===== config.mk =====
export PLATFORM = sky130hd
export DESIGN_NAME = alu_req_arbiter
export DESIGN_NICKNAME = d
export VERILOG_FILES = /design/src/rtl/alu_arb_pkg.sv /design/src/rtl/alu_rr_picker.sv /design/src/rtl/alu_req_arbiter.sv
export SDC_FILE = /design/constraint.sdc
export NUM_CORES = 1
export LEC_CHECK = 0
export ABC_AREA = 0
export CAP_MARGIN = 20
export CORE_MARGIN = 1.5
export CORE_UTILIZATION = 28
export CTS_BUF_LIST = sky130_fd_sc_hd__clkbuf_8
export CTS_CLUSTER_SIZE = 30
export DETAILED_ROUTE_END_ITERATION = 10
export REMOVE_ABC_BUFFERS = 1
export SYNTH_ARGS = -nofsm -noshare
export SYNTH_HDL_FRONTEND = slang
export SYNTH_HIERARCHICAL = 1
export SYNTH_SLANG_ARGS = --single-unit

===== constraint.sdc =====
create_clock -name CLK -period 2.93 [get_ports CLK]
set_input_delay 0.7325 -clock CLK [delete_from_list [all_inputs] [get_ports CLK]]
set_output_delay 0.7325 -clock CLK [all_outputs]
set_load 0.02 [all_outputs]

===== src/rtl/alu_arb_pkg.sv =====
// Shared types and helpers for the ALU request arbiter.
//   state_t      : arbiter FSM states
//   FLAG_*       : bit positions inside RSP_FLAGS ({ERR,L,E,G,OFLOW,COUT})
//   is_mul_cmd() : identifies the long-latency arithmetic commands
package alu_arb_pkg;

    typedef enum logic [1:0] {
        IDLE  = 2'd0,
        ISSUE = 2'd1,
        WAIT  = 2'd2,
        RESP  = 2'd3
    } state_t;

    localparam int FLAG_COUT  = 0;
    localparam int FLAG_OFLOW = 1;
    localparam int FLAG_G     = 2;
    localparam int FLAG_E     = 3;
    localparam int FLAG_L     = 4;
    localparam int FLAG_ERR   = 5;
    localparam int NFLAGS     = 6;

    // Arithmetic CMD 9/A use pipelined temporaries inside the ALU and need
    // one extra cycle before RES is valid.
    function automatic logic is_mul_cmd(input logic mode, input logic [3:0] cmd);
        return mode && ((cmd == 4'h9) || (cmd == 4'hA));
    endfunction

endpackage


===== src/rtl/alu_rr_picker.sv =====
// Combinational round-robin priority picker.
//   valid     in  NREQ  request vector
//   rr_ptr    in  IW    index with highest priority this round
//   grant     out NREQ  one-hot grant (all zero when nothing valid)
//   grant_idx out IW    index of the granted requester
//   any_valid out 1     at least one request is valid
module alu_rr_picker #(
    parameter int NREQ = 4,
    parameter int IW   = (NREQ > 1) ? $clog2(NREQ) : 1
) (
    input  logic [NREQ-1:0] valid,
    input  logic [IW-1:0]   rr_ptr,
    output logic [NREQ-1:0] grant,
    output logic [IW-1:0]   grant_idx,
    output logic            any_valid
);

    int idx;

    // Walk rr_ptr..NREQ-1 then 0..rr_ptr-1; the first hit wins.
    always_comb begin
        grant     = '0;
        grant_idx = '0;
        any_valid = 1'b0;
        idx       = 0;
        for (int off = 0; off < NREQ; off++) begin
            idx = int'(rr_ptr) + off;
            if (idx >= NREQ) idx = idx - NREQ;
            if (!any_valid && valid[idx]) begin
                any_valid  = 1'b1;
                grant[idx] = 1'b1;
                grant_idx  = IW'(idx);
            end
        end
    end

endmodule


===== src/rtl/alu_req_arbiter.sv =====
// Shares one ALU between NREQ requesters, one operation in flight at a time.
//   CLK, RST_N                    clock, async active-low reset
//   REQ_VALID/READY               per-requester handshake (READY one-hot, IDLE only)
//   REQ_OPA/OPB/CMD/MODE/CIN      packed per-requester payload
//   ALU_RST, ALU_CE               ALU sync reset and clock enable
//   ALU_INP_VALID, ALU_OPA..CIN   issued operation (payload held until IDLE)
//   ALU_RES, ALU_COUT..ALU_ERR    ALU result and flags (may be z)
//   RSP_VALID/READY, RSP_ID       response handshake and requester tag
//   RSP_RES, RSP_FLAGS            sampled result/flags with non-1 bits cleared
//   BUSY                          high whenever an op is being serviced
module alu_req_arbiter
    import alu_arb_pkg::*;
#(
    parameter int DW      = 8,
    parameter int CW      = 4,
    parameter int NREQ    = 4,
    parameter int LAT_STD = 2,
    parameter int LAT_MUL = 3
) (
    input  logic                    CLK,
    input  logic                    RST_N,
    input  logic [NREQ-1:0]         REQ_VALID,
    output logic [NREQ-1:0]         REQ_READY,
    input  logic [NREQ*DW-1:0]      REQ_OPA,
    input  logic [NREQ*DW-1:0]      REQ_OPB,
    input  logic [NREQ*CW-1:0]      REQ_CMD,
    input  logic [NREQ-1:0]         REQ_MODE,
    input  logic [NREQ-1:0]         REQ_CIN,
    output logic                    ALU_RST,
    output logic                    ALU_CE,
    output logic [1:0]              ALU_INP_VALID,
    output logic [DW-1:0]           ALU_OPA,
    output logic [DW-1:0]           ALU_OPB,
    output logic [CW-1:0]           ALU_CMD,
    output logic                    ALU_MODE,
    output logic                    ALU_CIN,
    input  logic [DW+1:0]           ALU_RES,
    input  logic                    ALU_COUT,
    input  logic                    ALU_OFLOW,
    input  logic                    ALU_G,
    input  logic                    ALU_E,
    input  logic                    ALU_L,
    input  logic                    ALU_ERR,
    output logic                    RSP_VALID,
    input  logic                    RSP_READY,
    output logic [$clog2(NREQ)-1:0] RSP_ID,
    output logic [DW+1:0]           RSP_RES,
    output logic [NFLAGS-1:0]       RSP_FLAGS,
    output logic                    BUSY
);

    localparam int IW     = $clog2(NREQ);
    localparam int LAT_MX = (LAT_MUL > LAT_STD) ? LAT_MUL : LAT_STD;
    localparam int CNTW   = $clog2(LAT_MX + 1);

    state_t          state, state_nxt;
    logic [IW-1:0]   rr_ptr;
    logic [IW-1:0]   id;
    logic [CNTW-1:0] cnt;
    logic            alu_rst_q;
    logic [NREQ-1:0] grant;
    logic [IW-1:0]   grant_idx;
    logic            any_valid;

    // The ALU input bus may float; only a solid 1 counts as 1.
    function automatic logic [DW+1:0] clean_res(input logic [DW+1:0] v);
        logic [DW+1:0] r;
        for (int i = 0; i < DW + 2; i++) r[i] = (v[i] === 1'b1);
        return r;
    endfunction

    function automatic logic one(input logic b);
        return (b === 1'b1);
    endfunction

    alu_rr_picker #(.NREQ(NREQ), .IW(IW)) u_picker (
        .valid     (REQ_VALID),
        .rr_ptr    (rr_ptr),
        .grant     (grant),
        .grant_idx (grant_idx),
        .any_valid (any_valid)
    );

    // Two-stage release so the ALU sees reset for one full clock after RST_N rises.
    always_ff @(posedge CLK or negedge RST_N) begin
        if (!RST_N) begin
            alu_rst_q <= 1'b1;
            ALU_RST   <= 1'b1;
        end else begin
            alu_rst_q <= 1'b0;
            ALU_RST   <= alu_rst_q;
        end
    end

    assign ALU_CE = ~ALU_RST;
    assign BUSY   = (state != IDLE);

    always_ff @(posedge CLK or negedge RST_N) begin
        if (!RST_N) state <= IDLE;
        else        state <= state_nxt;
    end

    // READY is gated by RST_N so nothing is granted while reset is held.
    always_comb begin
        state_nxt     = state;
        REQ_READY     = '0;
        ALU_INP_VALID = 2'b00;
        case (state)
            IDLE: begin
                if (any_valid && RST_N) begin
                    REQ_READY = grant;
                    state_nxt = ISSUE;
                end
            end
            ISSUE: begin
                ALU_INP_VALID = 2'b11;
                state_nxt     = WAIT;
            end
            WAIT: begin
                if (cnt == CNTW'(1)) state_nxt = RESP;
            end
            RESP: begin
                if (RSP_READY) state_nxt = IDLE;
            end
            default: state_nxt = IDLE;
        endcase
    end

    always_ff @(posedge CLK or negedge RST_N) begin
        if (!RST_N) begin
            rr_ptr    <= '0;
            id        <= '0;
            cnt       <= '0;
            ALU_OPA   <= '0;
            ALU_OPB   <= '0;
            ALU_CMD   <= '0;
            ALU_MODE  <= 1'b0;
            ALU_CIN   <= 1'b0;
            RSP_VALID <= 1'b0;
            RSP_ID    <= '0;
            RSP_RES   <= '0;
            RSP_FLAGS <= '0;
        end else begin
            case (state)
                IDLE: begin
                    if (any_valid) begin
                        ALU_OPA  <= REQ_OPA[grant_idx*DW +: DW];
                        ALU_OPB  <= REQ_OPB[grant_idx*DW +: DW];
                        ALU_CMD  <= REQ_CMD[grant_idx*CW +: CW];
                        ALU_MODE <= REQ_MODE[grant_idx];
                        ALU_CIN  <= REQ_CIN[grant_idx];
                        id       <= grant_idx;
                    end
                end
                ISSUE: begin
                    cnt <= is_mul_cmd(ALU_MODE, 4'(ALU_CMD)) ? CNTW'(LAT_MUL) : CNTW'(LAT_STD);
                end
                WAIT: begin
                    cnt <= cnt - 1'b1;
                    if (cnt == CNTW'(1)) begin
                        RSP_RES              <= clean_res(ALU_RES);
                        RSP_FLAGS[FLAG_COUT]  <= one(ALU_COUT);
                        RSP_FLAGS[FLAG_OFLOW] <= one(ALU_OFLOW);
                        RSP_FLAGS[FLAG_G]     <= one(ALU_G);
                        RSP_FLAGS[FLAG_E]     <= one(ALU_E);
                        RSP_FLAGS[FLAG_L]     <= one(ALU_L);
                        RSP_FLAGS[FLAG_ERR]   <= one(ALU_ERR);
                        RSP_ID               <= id;
                        RSP_VALID            <= 1'b1;
                    end
                end
                RESP: begin
                    if (RSP_READY) begin
                        RSP_VALID <= 1'b0;
                        if (int'(id) == NREQ - 1) rr_ptr <= '0;
                        else                      rr_ptr <= id + 1'b1;
                    end
                end
                default: ;
            endcase
        end
    end

endmodule


[After elaboration in Yosys (flattened, before gate mapping)]
Index checks and enable logic that the tools add are counted.
Word-level totals
  register bits: 51
  bits in latches: 0
  memory bits (writable): 0
  memory bits (read-only): 0
  input port bits: 111
  output and inout port bits: 50
  logic and storage cells: 145
  memories: 0
Cells by class
  $add $sub $neg: 9
  multipliers: 0
  div/mod/pow operators: 0
  $lt $le $gt $ge: 13
  eq/ne operators: 26
  shift-type cells: 3
  multiplexer cells: 53
  bitwise operators: 4
  reductions and logical operators: 22
Operators with widths (number)
  $ge 32x1->1 const B: 4
  $lt 32x4->1 const B: 4
  $mux 32: 4
  $ge 32x4->1 const B: 3
  $sub 32x4->32 const B: 3
  $shiftx 32x6->8: 2
  $mux 4: 6
  $mux 1: 21
  $mux 2: 9
  $eqx 1x1->1 const B: 16
  $shiftx 16x5->4: 1
  $bmux 1 s2: 6
  $or 4x4->4: 3
  $logic_and 1x1->1: 9
  $demux 1 s2: 4
  $eq 4x4->1 const B: 2
  $pmux 2 s4: 1
  $add 2x2->3 const B: 2
  $eq 2x1->1 const B: 3
  $ne 2x2->1 const B: 3
  $reduce_and 2->1: 3
  $reduce_and 3->1: 2
  $reduce_bool 2->1: 3
  $eq 2x2->1 const B: 2
  other kinds (12): 14

[Logic depth before layout (Yosys ltp)]
Gate-level depths: netlist of run 1.
  depth in word-level cells: 18
  mapped depth: 12
  depth with buffers taken out: 8

[Hierarchy]
Netlist of run 1, hierarchy kept.
By module, submodules not included
  alu_req_arbiter: times used 1, cells an instance 217, area each 2656.3 um^2, sequential area each 1278.7 um^2
  alu_rr_picker: times used 1, cells an instance 48, area each 459.2 um^2, sequential area each 0.0 um^2

[Least setup slack after synthesis of run 1]
No wires, ideal clock.
  path type: register -> output
  start: register rr_ptr[0]
  end: output port REQ_READY[0]
  arrival: 2.207 ns
  data required time: 2.197 ns
  slack: -0.010 ns
  cell stages (with the launch flop): 10
  path buffers: 2
  path through: dfrtp_1 -> buf_6 -> inv_1 -> ha_1 -> mux4_2 -> buf_6 -> nor4b_4 -> a22oi_1 -> o21ai_0 -> and3_1
Between the ends
  elaborated cells between the ends (all ways): 67
  classes of those cells: 7 x add/sub; 12 x order compare; 34 x mux; 3 x bitwise; 11 x reduce/logical
RTL lines
  from (decl): RTL line alu_req_arbiter.sv:57  | logic [IW-1:0] rr_ptr;
  from (signal assigned): RTL line alu_req_arbiter.sv:176  | else rr_ptr <= id + 1'b1;
  branches (longest 14 deep; another with $sub 32x4->32)
  $mux 4 *: RTL line alu_rr_picker.sv:29  | if (!any_valid && valid[idx]) begin
  net grant[0]: RTL line alu_req_arbiter.sv:61  | logic [NREQ-1:0] grant;
  $mux 4 *: RTL line alu_req_arbiter.sv:110  | if (any_valid && RST_N) begin
  $mux 4 *: RTL line alu_req_arbiter.sv:108  | case (state)
  to (decl): RTL line alu_req_arbiter.sv:23  | output logic [NREQ-1:0] REQ_READY,
Mark *: on every way through the listed nets, which the timed path passes. The select of a mux whose other input is x is not followed.

[Final worst setup path of run 1]
  start: input port REQ_VALID[1]
  end: output port REQ_READY[0]
Between the ends
  elaborated cells between the ends (all ways): 32
  classes of those cells: 22 x mux; 3 x bitwise; 7 x reduce/logical
RTL lines
  from (decl): RTL line alu_req_arbiter.sv:22  | input logic [NREQ-1:0] REQ_VALID,
  $bmux 1 s2: RTL line alu_rr_picker.sv:29
  $mux 1 (not written as such) (2 in a row): RTL line alu_rr_picker.sv:29
  $mux 1: RTL line alu_rr_picker.sv:29
  $logic_not 1->1: RTL line alu_rr_picker.sv:29
  $logic_and 1x1->1: RTL line alu_rr_picker.sv:29
  $mux 1: RTL line alu_rr_picker.sv:29
  $logic_not 1->1: RTL line alu_rr_picker.sv:29
  $logic_and 1x1->1: RTL line alu_rr_picker.sv:29
  $mux 1: RTL line alu_rr_picker.sv:29
  $logic_not 1->1: RTL line alu_rr_picker.sv:29
  $logic_and 1x1->1: RTL line alu_rr_picker.sv:29
  $mux 4 *: RTL line alu_rr_picker.sv:29
  net grant[0]: RTL line alu_req_arbiter.sv:61
  $mux 4 *: RTL line alu_req_arbiter.sv:110
  $mux 4 *: RTL line alu_req_arbiter.sv:108
Mark *: on every way through the listed nets, which the timed path passes. The rest lies on a longest branch. The select of a mux whose other input is x is not followed.

==> out/results.txt, run 1 <==
The flow ran to the end, but the final reports show violations. The checks that failed: setup timing. The tools report the number of H-tree levels as 2. For the overall power, the log shows 0.00603 W. The logs give 0.212 for the sequential cell fraction of total power and 0 for the count of final hold-check violations.

The multiplexer fraction of the synthesized cell area works out to 0.267. After detailed routing, the average wire length per cell comes to 15.5 um. From bottom edge to top edge, the die measures 108 um. Yosys attributes the largest share of cell area to dfrtp_1 39%, mux2i_1 15%, o221ai_1 6.5%.

The first global-routing pass estimated 14,100 um of wire. The overall routing resource usage was 0.153; the routed via count divided by cell count was 4.79. The later-pin clock latency in the skew report is 0.30 ns, and the leakage power of the design is 2.29 nW.

Synthesis instantiated 39 different standard cells from the library. Entering global routing, the biggest net connects 53 pins. The top cell type's share of synthesized area is 0.394, and the via count of the first global-routing pass is 2,848.

The most used flip-flop cell after synthesis is dfrtp_1. The path class of the tightest hold or removal check is flip-flop to flip-flop. The antenna diode instance count is 0, and the maximum achievable frequency is 315 MHz. The final route contains 2,801 vias. Number of clock sinks seen by CTS: 51. The cell taking the most area after synthesis is dfrtp_1.

TritonCTS built the clock tree. For the final worst setup slack, the log shows -0.248 ns. I/O pin count: 161. The layout has 1,027 filler cells. The fraction of power consumed by combinational cells came out at 0.693. Relative to the synthesized area, the layout overhead comes to 67.0%.

In the post-synthesis netlist, the cell with the most instances is dfrtp_1. The tools report the synthesized netlist cell count as 265. STA classifies the critical path endpoint as a primary output. The total length of routed wires was 9070 um; the max capacitance violation total was 0. Share of the core filled with cells: 0.480.

Setup violations remaining at the end of the flow were counted as 4. Routability-driven placement finished with a final weighted congestion of 0.823. Global routing finished with a remaining overflow of 0. The fraction of synthesis flops using an asynchronous set or reset pin was 1.00; the maximum vdd ir drop was 467 uV. For flop-to-flop paths, the worst setup slack is 0.14 ns. The logs give 0 for the remaining antenna violation count and 11,800 um2 for the full die area. The Yosys step of the flow raised 6 warnings. With fillers left out, the area of the finished cells amounts to 5200 um2. Dividing total power by cell area gives a power density of 1160 nW/um2. After synthesis, the largest family of logic cells by area is multiplexers. At the worst endpoint, the required time is 2.20 ns. The final critical-path share of the clock period was 1.08; the post-detailed-route DRC marker count was 0. Along the worst path, the maximum fanout reaches 5.

The adder-cell share of the synthesized area was 0.0562. The run gives 4 as the number of detailed-route iterations in the first pass. The synthesized design contains 0 enable-type register cells. The element type at the critical path start was an input pin. The share of layout cells above drive strength 1 was 0.196. Synthesis inferred 51 register bits. The die extent in x works out to 108 um.

The tools report the root cell of the clock tree as clkbuf_8. Net switching fraction of the power: 0.406. The area fraction in and, or, nand and nor cells after synthesis works out to 0.0892.

The wire-length estimate of the detail-placed layout is 6920 um. The clock arrives with 0.00425 ns of skew. The number of design-rule violations left by the first detailed-router iteration is 100.

The core region is 10,800 um2. Counting the buffers created by CTS gives 5. For the pin with the worst max-slew slack, the measured transition is 0.669 ns.

Clock transition at the registers of the reported paths: 0.09 ns. The average instance in the mapped netlist occupies 11.8 um2. The logs give 0.287 for the effective utilization at floorplan and 0.554 for the worst slew margin relative to its limit. The net switching power came out at 0.00245 W. The final layout contains 569 nets. The area share of xor/xnor cells in the synthesized design was 0.00281. By count the netlist is led by 49 x dfrtp_1, 46 x mux2i_1, 31 x nand2_1, 23 x o221ai_1, 14 x ha_1.

Once placement finished, the instance area stood at 4980 um2. The run gives 0 as the initial antenna violation count. The run gives 0.00358 W as the internal power consumption. Counting I/O delays and the setup requirement, the final critical path takes 3.18 ns. The logs give 0.410 for the proportion of synthesized chip area in sequential cells and 0 for the count of final max-slew check failures. The run gives 2 as the maximum root-to-sink buffer count. Setup repair after global routing could not meet its margin everywhere.

The compound-gate portion of the synthesized area is 0.124. The kind of critical path is input pin to primary output. Endpoint arrival time on the critical path: 2.45 ns.

For the share of total power in the clock network, the log shows 0.095. The mapped netlist covers 3120 um2. In this run the tool buffered the top-level ports with 160 buffer cells.

After floorplanning, the core was divided into 38 placement rows.
==> kinds of logic (layout without fill, tap and decap cells) <==
logic type / Yosys count / count (layout)
flops: 51 / 51
simple gates: 52 / 52
buf+inv: 26 / 206
xor+xnor: 1 / 1
fa+ha+maj: 14 / 14
compound gates: 49 / 49
mux: 71 / 71
other cells: 1 / 1
==> routing by layer <==
layer  wire length [um]  track usage  part of all wire  vias to the layer above
met5                  0            0                 0                        -
met4                107       0.0338             0.012                        0
met3                570       0.0374             0.063                       11
met2               4700        0.275              0.52                       98
met1               3690        0.182              0.41                     1351
li1                   -            -                 -                     1341
==> repair_timing <==
| item | 4_1_cts | 5_1_grt |
|---|---|---|
| resized for setup | 50 | 6 |
| setup buffers | 9 | 0 |
| endpoints found under the setup margin | 25 | 4 |
| hold buffers | 0 | 0 |
| pin swaps | 3 | 1 |
==> layout make-up <==
type	instances	area (um2)	share of cell area
clock inverter	3	63.8	0.0123
multi-input combinational	188	1720	0.330
tap	140	175	0.0337
timing repair buffer	188	1860	0.358
sequential	51	1280	0.246
clock buffer	5	68.8	0.0132
inverter	10	37.5	0.00722
==> cell usage in the layout, fill, tap and decap left out, types with 5 or more instances in the layout <==
| cell | instances |
|---|---|
| dfrtp_1 | 49 |
| o221ai_1 | 23 |
| buf_6 | 6 |
| inv_1 | 9 |
| buf_12 | 5 |
| ha_1 | 13 |
| clkdlybuf4s50_1 | 151 |
| mux2_4 | 10 |
| mux2_2 | 11 |
| buf_4 | 21 |
| clkbuf_8 | 5 |
| nand2_1 | 31 |
| mux2i_1 | 46 |
| buf_2 | 5 |
| a22oi_1 | 5 |
==> power by group through the flow <==
stage / clock, W / sequential, W / combinational, W
5_1_grt: 0.000618 / 0.00133 / 0.00451
2_1_floorplan: 0 / 0.00163 / 0.00197
6_report: 0.000575 / 0.00128 / 0.00418
3_3_place_gp: 0 / 0.00128 / 0.00395
3_5_place_dp: 0 / 0.00129 / 0.00400
4_1_cts: 0.000591 / 0.00128 / 0.00417
==> worst max-delay path, stage by stage <==
cell     delay (ns)
buf_2          0.12
mux4_2         0.52
buf_4          0.18
and2b_2        0.24
a22oi_1        0.21
o21ai_1        0.11
and3_1         0.20
buf_6          0.13
==> metrics by stage <==
| step | cells | TNS [ns] | hold slack [ns] | setup WS, ns |
|---|---|---|---|---|
| 2_1_floorplan | 249 | -25.56 | 0.345 | -1.10 |
| 3_3_place_gp | 568 | -10.00 | 0.350 | -0.924 |
| 3_5_place_dp | 568 | -11.93 | 0.347 | -1.05 |
| 4_1_cts | 585 | -0.577 | 0.365 | -0.155 |
| 5_1_grt | 585 | -1.05 | 0.370 | -0.322 |
| 6_report | 585 | -0.696 | 0.362 | -0.248 |
==> sequential cells by signal (all words and copies together) (netlist names) <==
register   cells
id             2
ALU_OPA        8
ALU_OPB        8
RSP_VALID      1
ALU_RST        1
RSP_RES       10
RSP_FLAGS      6
state          2
ALU_MODE       1
RSP_ID         2
ALU_CIN        1
ALU_CMD        4
cnt            2
rr_ptr         2
alu_rst_q      1
==> worst paths after layout <==
check	start	to	depth (start not counted)
worst max-delay path	REQ_VALID[1]	REQ_READY[0]	8
worst min-delay path	alu_rst_q	ALU_RST	0
worst max register to register	rr_ptr[1]	ALU_OPB[3]	13
worst min register to register	alu_rst_q	ALU_RST	0
max in group asynchronous	RST_N	ALU_OPB[7]	2
min in group asynchronous	RST_N	ALU_OPB[3]	2
Power figures use the tool's default switching activity.
==> run 2, diff against run 1 <==
- CORE_ASPECT_RATIO: unset -> 1.4
- SKIP_CTS_REPAIR_TIMING: unset -> 1
==> run 2 against run 1 <==
Net effect:
- the flow still finishes with violations (setup timing)
- non-clock buffer count shrank 3
- global-route usage shrank 0.51 points
- sequential power is essentially flat
- critical path depth is the same
- final area shrank 1.3%
- critical path type unchanged
- critical endpoint unchanged
- largest cell class unchanged
- highest routed layer unchanged
==> out/results.txt, run 2 (synthesis results as in run 1) <==
The number of detailed-route iterations in the first pass was 4 (unchanged); the full die area was 11,800 um2 (about the same). Final weighted congestion in routability-driven placement: 0.762 (-7.4%). Total cell area at the placement stage: 4990 um2 (+0.18%). The logs give 4 (unchanged) for the final number of setup-violating endpoints and 0.287 (-0.000695) for the effective utilization at floorplan. The die extent in x was 92.2 um (-15%); the sequential cell fraction of total power was 0.222 (+0.010).

The number of fill cells in the layout is 1,008 (-1.9%). The pre-CTS worst setup slack came out at -1.05 ns (-0.00819 ns). The post-detailed-route DRC marker count was 0 (unchanged).

The later-pin clock latency in the skew report is 0.30 ns (about the same), and the final worst setup slack is -0.260 ns (-0.0122 ns). The footprint of the multi-input gates is 1710 um2 (-0.58%). The register bank with the most flops is RSP_RES. The critical path capture point type was a primary output. The maximum root-to-sink buffer count is 2 (unchanged). The power per unit of standard cell area came out at 1120 nW/um2 (-3.2%). By startpoint and endpoint, the worst setup path is classified as input pin to primary output.

The library cells used most frequently in the layout, excluding fill and tap cells, are 151 x clkdlybuf4s50_1, 48 x dfrtp_1, 46 x mux2i_1. The checks that failed: setup timing. For the global-route wire length before repair, the log shows 13,800 um (-2.0%).

The register area was 1280 um2 (about the same). The path type of the worst min-delay path is flip-flop to flip-flop. The run gives 3390 um (-8.1%) as the length of routed wiring on met1. The most common cell after layout, fill and taps aside was clkdlybuf4s50_1. The run gives 0 (unchanged) as the count of final max-slew check failures. The maximum number of pins on one net before global-route repair was 27 (-49%). The share of layout cells above drive strength 1 was 0.183 (-0.0122). The routed length on met3 is 468 um (-18%).

The run gives 0 (unchanged) as the max capacitance violation total. The number of design-rule violations left by the first detailed-router iteration is 68 (-32%). The run gives 0.359 ns (-0.00250 ns) as the final hold slack. The share of total power in the clock network was 0.074 (-0.021). The total number of vias was 2,732 (-2.5%); the clock transition at the registers of the reported paths was 0.09 ns (about the same). The worst clock skew was 0.00947 ns (+0.00522 ns).

Root cell of the clock tree: clkbuf_8. The final critical path time including I/O delays and setup was 3.19 ns (+0.0122 ns); the post-layout net count was 566 (-0.53%). The highest fanout seen on the critical path was 5 (unchanged); the final critical-path share of the clock period was 1.09 (+0.00416).

STA classifies the critical path startpoint as an input pin. The run gives 0 (unchanged) as the initial antenna violation count. The vertical die dimension was 128 um (+18%); the I/O pin count was 161 (unchanged).

Post-route cell area: 5130 um2 (-1.3%). The leakage power of the design came out at 2.27 nW (-0.80%). The net switching fraction of the power works out to 0.417 (+0.0111). The sum of net half-perimeters after detailed placement came out at 6960 um (+0.61%). The total length of routed wires was 8970 um (-1.0%).

The tools report the number of standard-cell rows in the floorplan as 45 (+18%). The logs give 473 uV (+1.3%) for the maximum vdd ir drop and 0 (unchanged) for the antenna diode instance count. The total congestion overflow after global routing is 0 (unchanged), and the number of clock sinks seen by CTS is 51 (unchanged).

The number of flip-flops in the largest register is 10 (unchanged). Critical path required time: 2.20 ns (about the same). The tools report the cell total after placement as 570 (+0.35%). The tools report the fraction of power consumed by combinational cells as 0.704 (+0.011). The routed via count divided by cell count was 4.69 (-2.1%); the count of final hold-check violations was 0 (unchanged).

The endpoint arrival time on the critical path came out at 2.46 ns (about the same). The detailed router used layers up to and including met4. The tools report the number of H-tree levels as 2 (unchanged).

The area overhead of the layout relative to synthesis is 64.8%, and the overall routing resource usage is 0.148 (-0.00507). The run finished, with violations left. Setup repair after global routing could not meet its margin everywhere. The largest registers in the layout are RSP_RES: 10 flops, ALU_OPA: 8 flops, ALU_OPB: 8 flops.

The average routed wire per standard cell works out to 15.4 um (-0.70%). For the number of non-filler instances in the completed layout, the log shows 583 (-0.34%). The maximum achievable frequency was 313 MHz (-0.38%). The routed length on met2 is 4990 um (+6.2%). The quantity of I/O buffers inserted on ports came out at 160 (unchanged). Net switching power: 0.00240 W (-1.9%).

The remaining antenna violation count is 0 (unchanged). Internal power consumption: 0.00336 W (-6.3%). TritonCTS built the clock tree. Area of the core: 10,900 um2 (+0.24%). The total CTS buffers was 5 (unchanged); the via count of the first global-routing pass was 2,815 (-1.2%).
## run 2: worst paths after layout
check / from / cells after the start / to / slack [ns]
min in group asynchronous: RST_N / 2 / ALU_CMD[0] / 0.53
max in group asynchronous: RST_N / 2 / ALU_RST / 2.10
max: REQ_VALID[0] / 8 / REQ_READY[0] / -0.26
min: alu_rst_q / 0 / ALU_RST / 0.36
max reg2reg: rr_ptr[0] / 11 / ALU_MODE / 0.11
min reg2reg: alu_rst_q / 0 / ALU_RST / 0.36
## run 2: metrics by stage
step	util	setup TNS [ns]	power [W]
floorplan	-	-25.56	0.00360
global placement	0.459	-10.63	0.00522
detailed placement	0.459	-13.13	0.00528
CTS	0.468	-5.60	0.00573
global route	0.472	-1.19	0.00615
finish	0.472	-0.856	0.00576
## run 2: layout make-up
class,count,area share
multi-input cells,188,0.332
clock inverters,2,0.00244
repair buffers,185,0.358
inverters,10,0.00731
well taps,141,0.0344
clock buffers,6,0.0161
flip-flops and latches,51,0.249
## run 2: worst max-delay path: stages
cell and delay, ns:
dlymetal6s2s_1 0.17, mux4_2 0.54, nor4b_4 0.39, buf_4 0.18
a22oi_2 0.04, o21ai_1 0.07, and3_1 0.20, buf_6 0.12
## run 2: power by group through the flow
stage,combinational [W],clock (W),sequential (W)
4_1_cts,0.00400,0.000445,0.00128
2_1_floorplan,0.00197,0,0.00163
3_5_place_dp,0.00399,0,0.00128
3_3_place_gp,0.00395,0,0.00127
6_report,0.00406,0.000426,0.00128
5_1_grt,0.00434,0.000474,0.00133
## run 2: per-layer routing
layer	vias to the layer above	global-route usage
li1	1334	-
met1	1287	0.162
met2	101	0.279
met3	10	0.0326
met4	0	0.0462
met5	-	0
==> run 3, diff against run 2 <==
- PLACE_DENSITY: unset -> 0.68
==> run 3 against run 2 <==
Net effect:
- the run still ends with setup timing left
- clock power down 4.7%
- setup slack better by 0.016 ns
- routed wire length up 2.9%
- clock-buffer cell count down 1
- register-to-register slack better by 0.10 ns
- flip-flop and latch count unchanged
- largest power group unchanged
==> out/results.txt, run 3 (synthesis results as in run 1) <==
Setup repair after global routing could not meet its margin everywhere. More flip-flops sit in one register than any other, and that register is RSP_RES. For the pin with the worst max-slew slack, the measured transition is 0.661 ns.

The count of final hold-check violations is 0 (unchanged), and the total CTS buffers is 5 (unchanged). The flow ran to the end, but the final reports show violations. The total congestion overflow after global routing was 0 (unchanged); the maximum number of pins on one net before global-route repair was 53 (+96%).

STA classifies the critical path startpoint as an input pin. Vertical die dimension: 128 um (unchanged). The maximum vdd ir drop was 445 uV (-6.0%).

Post-route cell area: 5240 um2 (+2.1%). The run gives 578 (+1.4%) as the cell total after placement. The number of non-filler instances in the completed layout is 591 (+1.4%), and the power per unit of standard cell area is 1140 nW/um2 (+1.5%). The sum of net half-perimeters after detailed placement was 7140 um (+2.6%); the I/O pin count was 161 (unchanged).

The final reports fail on setup timing. The total length of routed wires was 9230 um (+2.9%). The final number of setup-violating endpoints came out at 4 (unchanged).

The routed via count divided by cell count came out at 4.80 (+2.4%). The tools report the leakage power of the design as 2.33 nW (+2.9%). The full die area is 11,800 um2 (unchanged), and the area of the core is 10,900 um2 (unchanged). The setup path with the least slack is of type input pin to primary output.

The run gives 14,000 um (+1.5%) as the global-route wire length before repair. The tools report the critical path required time as 2.20 ns (about the same). The most common cell after layout, fill and taps aside was clkdlybuf4s50_1. The path type of the worst min-delay path is flip-flop to flip-flop.

Maximum root-to-sink buffer count: 2 (unchanged). In this run the clock root is driven by a clkbuf_8. The highest fanout seen on the critical path came out at 6 (+1). The run gives 90 (+32%) as the number of design-rule violations left by the first detailed-router iteration. The quantity of I/O buffers inserted on ports is 160 (unchanged), and the post-detailed-route DRC marker count is 0 (unchanged). The clock transition at the registers of the reported paths is 0.10 ns (about the same), and the total cell area at the placement stage is 5060 um2 (+1.5%).

The final critical-path share of the clock period was 1.08 (-0.00531); the pre-CTS worst setup slack was -1.02 ns (+0.0321 ns). The later-pin clock latency in the skew report is 0.31 ns (about the same), and the effective utilization at floorplan is 0.287 (unchanged). The run gives 2,848 (+1.2%) as the via count of the first global-routing pass. The share of the core filled with cells is 0.482 (+0.00990). The number of H-tree levels came out at 2 (unchanged). For the number of clock sinks seen by CTS, the log shows 51 (unchanged).

Leaving out fill and tap cells, the most frequent cells in the layout are 151 x clkdlybuf4s50_1, 49 x dfrtp_1, 46 x mux2i_1. Slack of the worst reg-to-reg path: 0.21 ns (+0.10 ns). The overall routing resource usage is 0.154 (+0.00590), and the post-layout net count is 574 (+1.4%). The count of final max-slew check failures came out at 0 (unchanged).

Antenna diode instance count: 0 (unchanged). The largest registers in the layout are RSP_RES: 10 flops, ALU_OPA: 8 flops, ALU_OPB: 8 flops. The average routed wire per standard cell is 15.6 um (+1.5%), and the total number of vias is 2,835 (+3.8%). The run gives -0.786 ns (+0.0700 ns) as the post-route setup TNS. The number of standard-cell rows in the floorplan is 45 (unchanged), and the remaining antenna violation count is 0 (unchanged). The initial antenna violation count came out at 0 (unchanged). The maximum achievable frequency is 315 MHz (+0.49%), and the number of detailed-route iterations in the first pass is 4 (unchanged).

TritonCTS built the clock tree. The share of layout cells above drive strength 1 was 0.193 (+0.0101); the number of flip-flops in the largest register was 10 (unchanged). The logs give -0.244 ns (+0.0156 ns) for the final worst setup slack and 0.559 for the worst slew margin relative to its limit. The critical path capture point type is a primary output. The final critical path time including I/O delays and setup came out at 3.17 ns (-0.0156 ns). The worst clock skew is 0.00820 ns (-0.00128 ns), and the worst hold path depth is 0 (unchanged).

The area overhead of the layout relative to synthesis is 68.2%, and the count of cells along the worst register-to-register path is 10 (-1). The die extent in x was 92.2 um (unchanged); the final weighted congestion in routability-driven placement was 0.832 (+9.1%). For the endpoint arrival time on the critical path, the log shows 2.44 ns (-0.02 ns).

The max capacitance violation total is 0 (unchanged).
## run 3: changes by cell type in the layout (fill, tap and decap cells not counted), sizes merged
cell / before / now
clkinv: 1 / 2
clkbuf: 8 / 5
buf: 30 / 38
dlymetal6s2s: 2 / 4
## run 3: final timing paths
kind | from | to
setup / recovery | REQ_VALID[3] | REQ_READY[1]
hold / removal | alu_rst_q | ALU_RST
setup reg to reg | rr_ptr[0] | ALU_CMD[2]
hold reg to reg | alu_rst_q | ALU_RST
max in group asynchronous | RST_N | ALU_OPA[1]
min in group asynchronous | RST_N | RSP_FLAGS[4]
## run 3: cell type report
type                    count  area [um2]
clock buffers               5        68.8
clock inverters             3        21.3
fillers                  1009        5630
inverters                  10        37.5
multi-input cells         188        1720
flip-flops and latches     51        1280
well taps                 141         176
repair buffers            193        1940
## run 3: routing by layer
metal	global-route usage	up-vias	share of wire
met2	0.283	110	0.54
met1	0.166	1361	0.38
met3	0.0368	16	0.058
met4	0.0624	0	0.024
li1	-	1348	-
met5	0	-	0
## run 3: per-stage QoR
stage	power [W]	hold slack [ns]
finish	0.00597	0.362
CTS	0.00588	0.362
global route	0.00636	0.364
floorplan	0.00360	0.345
detailed placement	0.00544	0.348
global placement	0.00536	0.348
## run 3: power breakdown
group / internal (W) / switching (W) / total (W) / leakage [nW]
sequential: 0.00106 / 0.000207 / 0.00127 / 0.611
combinational: 0.00225 / 0.00205 / 0.00430 / 1.67
clock: 0.000168 / 0.000238 / 0.000406 / 0.0495
## run 3: critical path: stages
cell	delay (ns)
dlymetal6s2s_1	0.17
mux4_2	0.57
nor4b_4	0.31
buf_4	0.17
a22oi_1	0.06
o21ai_1	0.08
and3_1	0.21
buf_6	0.13
